## src/rtl/led_matrix_pkg.sv

```systemverilog
// Shared scan-state type and width helpers for the LED matrix scanner.
// Widths are derived from parameters; helpers never return zero width.
package led_matrix_pkg;

    typedef enum logic {
        ST_BLANK,
        ST_DRIVE
    } scan_state_t;

    // Index width for a range of n values, at least 1 bit.
    function automatic int idx_w(input int n);
        return (n > 1) ? $clog2(n) : 1;
    endfunction

    // Width able to hold the value n itself.
    function automatic int cnt_w(input int n);
        return (n > 0) ? $clog2(n + 1) : 1;
    endfunction

endpackage

```

## src/rtl/led_frame_ram.sv

```systemverilog
// Frame buffer: one synchronous write port, one registered read port; no reset.
// Read-during-write to the same entry returns the old contents.
module led_frame_ram #(
    parameter int DEPTH = 64,
    parameter int WIDTH = 8,
    parameter int AW    = 6
) (
    input  logic             i_clk,
    input  logic             i_wr_en,
    input  logic [AW-1:0]    i_wr_addr,
    input  logic [WIDTH-1:0] i_wr_data,
    input  logic [AW-1:0]    i_rd_addr,
    output logic [WIDTH-1:0] o_rd_data
);

    logic [WIDTH-1:0] r_mem [DEPTH];
    logic [WIDTH-1:0] r_rd_data;

    always_ff @(posedge i_clk) begin
        if (i_wr_en) begin
            r_mem[i_wr_addr] <= i_wr_data;
        end
        r_rd_data <= r_mem[i_rd_addr];
    end

    assign o_rd_data = r_rd_data;

endmodule

```

## src/rtl/led_matrix_scanner.sv

```systemverilog
// Time-multiplexed row/panel scanner for LED matrices sharing one row bus.
// Pins lag the scan counters by one cycle; the frame RAM is read one cycle ahead.
module led_matrix_scanner
    import led_matrix_pkg::*;
#(
    parameter int NUM_PANELS = 2,
    parameter int ROWS       = 8,
    parameter int COLS       = 8,
    parameter int NUM_FRAMES = 4,
    parameter int SCAN_DIV   = 1024,
    parameter int BLANK      = 16,
    parameter int FRAME_HOLD = 30
) (
    input  logic                            clk,
    input  logic                            reset,
    input  logic                            en,
    input  logic [cnt_w(NUM_FRAMES)-1:0]    num_frames,
    input  logic                            wr_en,
    input  logic [idx_w(NUM_FRAMES)-1:0]    wr_frame,
    input  logic [idx_w(NUM_PANELS)-1:0]    wr_panel,
    input  logic [idx_w(ROWS)-1:0]          wr_row,
    input  logic [COLS-1:0]                 wr_data,
    output logic [ROWS-1:0]                 row,
    output logic [NUM_PANELS*COLS-1:0]      col,
    output logic [idx_w(NUM_FRAMES)-1:0]    frame_idx,
    output logic                            frame_done
);

    localparam int FW    = idx_w(NUM_FRAMES);
    localparam int PW    = idx_w(NUM_PANELS);
    localparam int RW    = idx_w(ROWS);
    localparam int CW    = idx_w(SCAN_DIV);
    localparam int SW    = idx_w(FRAME_HOLD);
    localparam int NW    = cnt_w(NUM_FRAMES);
    localparam int DEPTH = NUM_FRAMES * NUM_PANELS * ROWS;
    localparam int AW    = idx_w(DEPTH);

    localparam logic [CW-1:0] CYC_LAST  = CW'(SCAN_DIV - 1);
    localparam logic [PW-1:0] PNL_LAST  = PW'(NUM_PANELS - 1);
    localparam logic [RW-1:0] ROW_LAST  = RW'(ROWS - 1);
    localparam logic [SW-1:0] SCAN_LAST = SW'(FRAME_HOLD - 1);

    logic [CW-1:0] r_cyc,     w_cyc_nxt;
    logic [PW-1:0] r_pnl,     w_pnl_nxt;
    logic [RW-1:0] r_row_cnt, w_row_nxt;
    logic [SW-1:0] r_scan,    w_scan_nxt;
    logic [FW-1:0] r_frame,   w_frame_nxt;
    scan_state_t   r_state,   w_state_nxt;

    logic                       w_adv;
    logic [NW-1:0]              w_eff;
    logic [AW-1:0]              w_rd_addr;
    logic [AW-1:0]              w_wr_addr;
    logic [COLS-1:0]            w_ram_q;
    logic [NUM_PANELS*COLS-1:0] w_col_drv;

    logic [ROWS-1:0]            r_row_q;
    logic [NUM_PANELS*COLS-1:0] r_col_q;
    logic                       r_frame_done;

    always_comb begin
        w_eff = num_frames;
        if (num_frames == '0) begin
            w_eff = NW'(1);
        end else if (num_frames > NW'(NUM_FRAMES)) begin
            w_eff = NW'(NUM_FRAMES);
        end
    end

    // Counter chain: cycle -> panel -> row -> scan -> frame.
    always_comb begin
        w_cyc_nxt   = r_cyc;
        w_pnl_nxt   = r_pnl;
        w_row_nxt   = r_row_cnt;
        w_scan_nxt  = r_scan;
        w_frame_nxt = r_frame;
        w_adv       = 1'b0;
        if (!reset) begin
            w_cyc_nxt   = '0;
            w_pnl_nxt   = '0;
            w_row_nxt   = '0;
            w_scan_nxt  = '0;
            w_frame_nxt = '0;
        end else if (en) begin
            if (r_cyc == CYC_LAST) begin
                w_cyc_nxt = '0;
                if (r_pnl == PNL_LAST) begin
                    w_pnl_nxt = '0;
                    if (r_row_cnt == ROW_LAST) begin
                        w_row_nxt = '0;
                        if (r_scan == SCAN_LAST) begin
                            w_scan_nxt = '0;
                            w_adv      = 1'b1;
                            if ((NW'(r_frame) + NW'(1)) >= w_eff) begin
                                w_frame_nxt = '0;
                            end else begin
                                w_frame_nxt = r_frame + FW'(1);
                            end
                        end else begin
                            w_scan_nxt = r_scan + SW'(1);
                        end
                    end else begin
                        w_row_nxt = r_row_cnt + RW'(1);
                    end
                end else begin
                    w_pnl_nxt = r_pnl + PW'(1);
                end
            end else begin
                w_cyc_nxt = r_cyc + CW'(1);
            end
        end
        w_state_nxt = (int'(w_cyc_nxt) < BLANK) ? ST_BLANK : ST_DRIVE;
    end

    always_ff @(posedge clk) begin
        r_cyc     <= w_cyc_nxt;
        r_pnl     <= w_pnl_nxt;
        r_row_cnt <= w_row_nxt;
        r_scan    <= w_scan_nxt;
        r_frame   <= w_frame_nxt;
        r_state   <= w_state_nxt;
    end

    // Address the next counter state so the RAM word is ready when the slot is current.
    assign w_rd_addr = AW'((int'(w_frame_nxt) * NUM_PANELS + int'(w_pnl_nxt)) * ROWS
                           + int'(w_row_nxt));
    assign w_wr_addr = AW'((int'(wr_frame) * NUM_PANELS + int'(wr_panel)) * ROWS
                           + int'(wr_row));

    led_frame_ram #(
        .DEPTH (DEPTH),
        .WIDTH (COLS),
        .AW    (AW)
    ) u_ram (
        .i_clk     (clk),
        .i_wr_en   (wr_en),
        .i_wr_addr (w_wr_addr),
        .i_wr_data (wr_data),
        .i_rd_addr (w_rd_addr),
        .o_rd_data (w_ram_q)
    );

    always_comb begin
        w_col_drv = '0;
        w_col_drv[int'(r_pnl)*COLS +: COLS] = w_ram_q;
    end

    always_ff @(posedge clk) begin
        if (!reset || !en) begin
            r_row_q      <= '0;
            r_col_q      <= '0;
            r_frame_done <= 1'b0;
        end else begin
            r_frame_done <= w_adv;
            if (r_state == ST_DRIVE) begin
                r_row_q <= ROWS'(1) << r_row_cnt;
                r_col_q <= w_col_drv;
            end else begin
                r_row_q <= '0;
                r_col_q <= '0;
            end
        end
    end

    assign row        = r_row_q;
    assign col        = r_col_q;
    assign frame_idx  = r_frame;
    assign frame_done = r_frame_done;

endmodule

```

## config.mk

```make
export PLATFORM = sky130hd
export DESIGN_NAME = led_matrix_scanner
export DESIGN_NICKNAME = d
export VERILOG_FILES = /design/src/rtl/led_matrix_pkg.sv /design/src/rtl/led_frame_ram.sv /design/src/rtl/led_matrix_scanner.sv
export SDC_FILE = /design/constraint.sdc
export NUM_CORES = 1
export LEC_CHECK = 0
export BUFFER_PORTS_ARGS = -buffer_cell sky130_fd_sc_hd__buf_2
export CORE_AREA = 3 3 148 293
export CTS_CLUSTER_DIAMETER = 60
export DETAILED_ROUTE_END_ITERATION = 8
export DIE_AREA = 0 0 151 296
export PLACE_DENSITY = 0.71
export RECOVER_POWER = 50
export SYNTH_ARGS = -nofsm -noshare
export SYNTH_HDL_FRONTEND = slang
export SYNTH_SLANG_ARGS = --single-unit
```

## constraint.sdc

```tcl
create_clock -name clk -period 3.9 [get_ports clk]
set_input_delay 0.78 -clock clk [delete_from_list [all_inputs] [get_ports clk]]
set_output_delay 0.78 -clock clk [all_outputs]
set_load 0.005 [all_outputs]
```

# --- Word-level counts from Yosys, hierarchy flattened ---
# Memories as Yosys holds them, arrays and structs flattened. A register that Yosys moved wholly into a read port is not among the register bits.
# Cells that the tools add are included.
totals:
  mem_bits_rw: 512
  memories: 1
  inputBits: 21
  output_inout_bits: 27
  wordCells: 70
  ff_bits: 47
mem_list:
  columns: ["name", "depth", "width", "rd", "rd_clocked_by_memory_dff", "wr", "line", "rtl"]
  rows:
  - ["u_ram.r_mem", 64, 8, 1, 1, 1, "led_frame_ram.sv:16", "logic [WIDTH-1:0] r_mem [DEPTH];"]
classes:
  bitwise: 7
  n_mux: 26
  shift: 3
  n_eq_ne: 3
  order_cmp: 3
  n_reduce_logical: 7
  n_addsub: 11
ops:
  columns: ["cell", "n"]
  rows:
  - ["$neg 4->33", 1]
  - ["$shift 8x33->16 const A", 1]
  - ["$shiftx 8x33->16", 1]
  - ["$mux 10", 3]
  - ["$mux 3", 7]
  - ["$and 16x16->16", 1]
  - ["$mux 2", 7]
  - ["$add 6x3->6", 2]
  - ["$add 10x1->10 const B", 1]
  - ["$eq 10x10->1 const B", 1]
  - ["$lt 10x5->1 const B", 1]
  - ["$mux 1", 8]
  - ["$shl 1x3->8 const A", 1]
  - ["$add 3x1->3", 2]
  - ["$not 1->1", 6]
  - ["$reduce_or 6->1", 1]
  - ["$add 5x1->5 const B", 1]
  - ["$eq 5x5->1 const B", 1]
  - ["$mux 5", 1]
  - ["$reduce_and 4->1", 1]
  - ["$add 2x1->3 const B", 1]
  - ["$add 3x1->3 const B", 1]
  - ["$eq 3x3->1 const B", 1]
  - ["$ge 3x3->1", 1]
  - ["7 further kinds", 8]

# --- Logic depth before layout (Yosys ltp) ---
depth:
  ltp_word: 13
  mapped_depth: 14
  depth_no_buf: 12

# --- Hierarchy ---
# Synthesis repeated with hierarchy kept, for this count alone.
unflattened:
  hier_cells: 1144
  hier_area_um2: 22168.8
by_module_without_submodules:
  columns: ["module", "cells_each", "n_inst", "area_each_um2"]
  rows:
  - ["led_frame_ram", 940, 1, 20166.8]
  - ["led_matrix_scanner", 204, 1, 2001.9]

# --- Worst setup path after synthesis ---
# Ideal clock, no wire load.
synth_timing:
  kind: "in2reg"
  startpoint: "in en"
  endpoint: "reg u_ram.r_rd_data[0], in the netlist u_ram.o_rd_data[0], read port of u_ram.r_mem"
  path_stages: 13
  path_slack_ps: 496
  required_ps: 3768
  arrival_time_ps: 3272
  setup_ps: 132
  path_buffers: 4
  path_cell_list: "buf_4 > nand4_4 > or4_4 > and2_1 > buf_6 > inv_6 > buf_6 > buf_2 > mux2_2 > a221oi_1 > o211ai_2 > a21oi_1 > nor3_1"
synth_between:
  elab_chain_len: 4
  elab_cells_between_ends: 8
  cone_classes: "add/sub (2); mux (6)"
synth_rtl:
  columns: ["element", "line", "rtl"]
  rows:
  - ["start: declaration", "led_matrix_scanner.sv:16", "input logic en,"]
  - ["$mux 1 / $mux 2 (equally long branches)", "led_matrix_scanner.sv:84", "end else if (en) begin"]
  - ["$mux 1 / $mux 2 (equally long branches)", "led_matrix_scanner.sv:78", "if (!reset) begin"]
  - ["$add 3x1->3", "led_matrix_scanner.sv:125", "assign w_rd_addr = AW'((int'(w_frame_nxt) * NUM_PANELS + int'(w_pnl_nxt)) * ROWS"]
  - ["$add 6x3->6 (*)", "led_matrix_scanner.sv:126", "+ int'(w_row_nxt));"]
  - ["end: declaration", "led_frame_ram.sv:17", "logic [WIDTH-1:0] r_rd_data;"]
# Mark *: on every way between the ends. The rest lies on a longest branch, timed or not.
# A chain may end at the register's enable or synchronous reset.

# --- Final worst setup path ---
layout_timing:
  startpoint: "reg r_row_cnt[0]"
  endpoint: "reg u_ram.r_rd_data[1], in the netlist u_ram.o_rd_data[1], read port of u_ram.r_mem"
layout_between:
  elab_chain_len: 8
  elab_cells_between_ends: 14
  cone_classes: "add/sub (3); eq/ne (1); mux (10)"
layout_rtl:
  columns: ["element", "line", "rtl"]
  rows:
  - ["start: declaration", "led_matrix_scanner.sv:45", "logic [RW-1:0] r_row_cnt, w_row_nxt;"]
  - ["start signal: assignment", "led_matrix_scanner.sv:118", "r_row_cnt <= w_row_nxt;"]
  - ["$eq 3x3->1", "led_matrix_scanner.sv:89", "if (r_row_cnt == ROW_LAST) begin"]
  - ["$mux 2", "led_matrix_scanner.sv:89", null]
  - ["$mux 2", "led_matrix_scanner.sv:87", "if (r_pnl == PNL_LAST) begin"]
  - ["$mux 2", "led_matrix_scanner.sv:85", "if (r_cyc == CYC_LAST) begin"]
  - ["$mux 2", "led_matrix_scanner.sv:84", null]
  - ["$mux 2", "led_matrix_scanner.sv:78", null]
  - ["$add 3x1->3", "led_matrix_scanner.sv:125", null]
  - ["$add 6x3->6 (*)", "led_matrix_scanner.sv:126", null]
# Marks and branches as above.

==> flow_summary.json <==
{
  "cp_num_buf_inv": 1,
  "setup_violations": 0,
  "ys_seq_elements": 567,
  "synth_warnings": 0,
  "crit_path_start_kind": "flop",
  "crit_slowest_cell": "or3b_2",
  "track_usage_pct": 25.2,
  "cts_hold_repair.buffers": 0,
  "rows": 105,
  "clkSlewWorstSetupHoldPaths_ps": 70,
  "layout.nets": 1569,
  "cts_tree": "done",
  "io_pins": 48,
  "dr_total_vias": 13010,
  "cp.arrival_ps": 4110,
  "firstDrtPassIters": 5,
  "slew_violations": 348,
  "switchingPower_mw": 2.31,
  "grt_pass1_vias": 13233,
  "post-route-util_pct": 61.4,
  "power_frac_seq_pct": 57.0,
  "cts_sinks": 567,
  "regToRegSetupSlack_ps": 220,
  "comb_power_share_pct": 1.7,
  "routabilityCongestion": 0.976,
  "fp.dieW_um": 151,
  "synth.distinct_cells": 55,
  "hpwlAfterDp_um": 37700,
  "cts_setup_buffers": 0,
  "fillers": 3024,
  "finalInstanceArea_mm2": 0.0253,
  "crit_type": "reg -> reg",
  "core_area_mm2": 0.0413,
  "cp-end-kind": "flop",
  "clkPwrFrac_pct": 41.3,
  "worstMarginPinSlew_ps": 2610,
  "relSlewSlack_pct": -74.0,
  "synth_cells": 1438,
  "portBuffers": 47,
  "cts_resized": 0,
  "antenna_found_initial": 0,
  "hold_viol_final": 0,
  "ant_nets": 0,
  "ir_drop_mv": 0.417,
  "rr_worst_depth": 11,
  "rsz0062_at_grt": "no",
  "yosys.area_share.simple_pct": 8.88,
  "synth_fa_ha_area_share_pct": 0.664,
  "grt_first_pass_wirelength_um": 82500,
  "violations": "capacitance limit, slew limit",
  "synth_top_family_by_area": "simple AND/OR/NAND/NOR gates",
  "drc": 0,
  "cellPowerDensity_mw_per_mm2": 462,
  "drt-initial-drc-count": 1186,
  "syn2layout_area_growth_pct": 12.0,
  "wl_per_cell_um": 26.3,
  "ys_async_sr_fraction_pct": 0,
  "synth_edf_count": 512,
  "syn_avg_cell_area_um2": 15.7,
  "fin_crit_sh_pct": 94.4,
  "switching_share_pct": 19.7,
  "leakagePower_nw": 8.29,
  "path_depth": 11,
  "grt_remaining_overflow": 0,
  "drt_wl_total_um": 55600,
  "crit_family": "compound AO/OA/AOI/OAI gates",
  "initial_utilization_pct": 54.8,
  "status": "complete, but fails checks",
  "synth_ff_type": "edfxtp_1",
  "finalClockSkew_ps": 17.2,
  "drv_cap": 9,
  "crit_top_cell": "ha_1",
  "dieHeight_um": 296,
  "synth_top_area_share_pct": 68.0,
  "hold_path_class": "reg -> reg",
  "crit_fanout": 10,
  "clock_path_buffers": 3,
  "post-synth-top-area-cell": "edfxtp_1",
  "antenna_cells": 0,
  "synth_top_cells_by_area": "edfxtp_1 68%, dfxtp_1 4.9%, mux4_2 3.2%",
  "synth.net_count": 1471,
  "final.setup.tns_ps": 0,
  "dieArea_mm2": 0.0447,
  "synth_compound_gate_area_share_pct": 6.87,
  "synth_most_common_cell": "edfxtp_1",
  "r2r_end": "u_ram.o_rd_data[1]",
  "h-tree-depth": 2,
  "synthTopCellsByCount": "512 x edfxtp_1, 178 x nand2_1, 94 x nor2_1",
  "placed_area_mm2": 0.0238,
  "worst_skew_pair.late_latency_ps": 580,
  "syn-cell-area_mm2": 0.0226,
  "routed_via_density": 6.17,
  "cts_buffers": 48,
  "grt_max_degree": 73,
  "crit_chain": "ha_1 > ha_1 > or3b_2 > nor4_1 > o21ai_1 > buf_4 > a211oi_1 > a311o_1 > o211ai_1 > a2111oi_1 > nor3_1",
  "min_period_ps": 3680,
  "cp.required_ps": 4330,
  "cts-root-buf": "clkbuf_16",
  "drive_gt1_share_pct": 17.0,
  "internal_power_mw": 9.40,
  "ys_seq_area_share_pct": 72.8,
  "synth_xor_area_share_pct": 0.542,
  "slowest_delay_ps": 460,
  "fmax_mhz": 271,
  "r2r-start": "r_row_cnt[0]",
  "crit_end": "u_ram.o_rd_data[1]",
  "synth.area.mux_share_pct": 8.02,
  "crit_path_start": "r_row_cnt[0]"
}
==> sequential cells by signal, summed over array words and instances, names as in the netlist <==
| name | cells |
|---|---|
| frame_idx | 2 |
| r_row_cnt | 3 |
| row | 8 |
| r_pnl | 1 |
| frame_done | 1 |
| col | 16 |
| r_cyc | 10 |
| u_ram.o_rd_data | 8 |
| r_scan | 5 |
| u_ram.r_mem | 512 |
| r_state | 1 |
==> worst register-to-register path, stage by stage, from the launching register on <==
cell and delay, ps:
dfxtp_1 410, ha_1 280, ha_1 380, or3b_2 460, nor4_1 230, o21ai_1 230, buf_4 300, a211oi_1 260
a311o_1 230, o211ai_1 200, a2111oi_1 430, nor3_1 130
==> power by group through the flow <==
stage,Combinational (mW),Clock [mW],Sequential (mW)
6_report,0.196,4.84,6.67
5_1_grt,0.210,5.12,6.67
4_1_cts,0.204,4.89,6.66
3_5_place_dp,0.204,0,6.80
3_3_place_gp,0.197,0,6.80
2_1_floorplan,0.0556,0,6.79
==> how the worst min path moves through the flow <==
stage	from	to	slack, ps	cells after the start
after floorplan	u_ram.o_rd_data[0]	col[0]	420	1
after global placement	u_ram.o_rd_data[6]	col[6]	490	1
after detailed placement	u_ram.o_rd_data[6]	col[6]	490	1
after CTS	u_ram.o_rd_data[4]	col[4]	500	1
after global routing	u_ram.o_rd_data[6]	col[6]	510	1
final	u_ram.o_rd_data[6]	col[6]	500	1
==> through the flow <==
stage	setup slack (ps)	instances	hold WS (ps)	power [mW]
after floorplan	496	1438	421	6.85
after global placement	-111	2021	490	6.99
after detailed placement	-73.5	2021	485	7.00
after CTS	89.2	2110	498	11.8
after global routing	16.8	2110	510	12.0
final	217	2110	498	11.7
==> cells in the final DEF (no fill, tap or decap), types with 8 or more instances in the layout <==
master     instances
a211oi_1          50
a21oi_1           21
a221oi_1          16
a22o_1             8
a311o_1           16
a31oi_1           24
and2_0             8
and3_1            79
buf_2             37
buf_4             62
clkbuf_1          28
clkbuf_16         49
clkinv_1           9
clkinv_2          12
dfxtp_1           55
edfxtp_1         512
ha_1              12
inv_1              8
mux2_2            26
mux2i_1           71
mux4_2            32
nand2_1          178
nand3_1            9
nor2_1            94
nor3_1            11
o211ai_1          10
o211ai_2           8
o221ai_1          16
xor2_1             8
==> metal layers <==
metal	wire length [um]	track usage, %	vias up
met2	30900	47.2	488
li1	-	-	5795
met1	18700	27.7	6599
met3	2990	2.98	128
met5	0	0	-
met4	2990	12.3	0
==> area by class of cell <==
cell class	count	area (um^2)	area share (%)
sequential	567	16500	65.0
multi-input combinational	779	5690	22.5
inverter	12	50.0	0.197
tap	535	669	2.64
clock inverter	35	344	1.36
clock buffer	54	1240	4.91
timing repair buffer	128	865	3.41
==> logic make-up after synthesis <==
kind of cell	after synthesis
muxes	137
DFF	567
buffers and inverters	92
and+or+nand+nor	420
adders and majority gates	12
xor gates and xnor gates	14
AOI/OAI and AO/OA	196
Note: power is estimated with default switching activity, not from simulation.
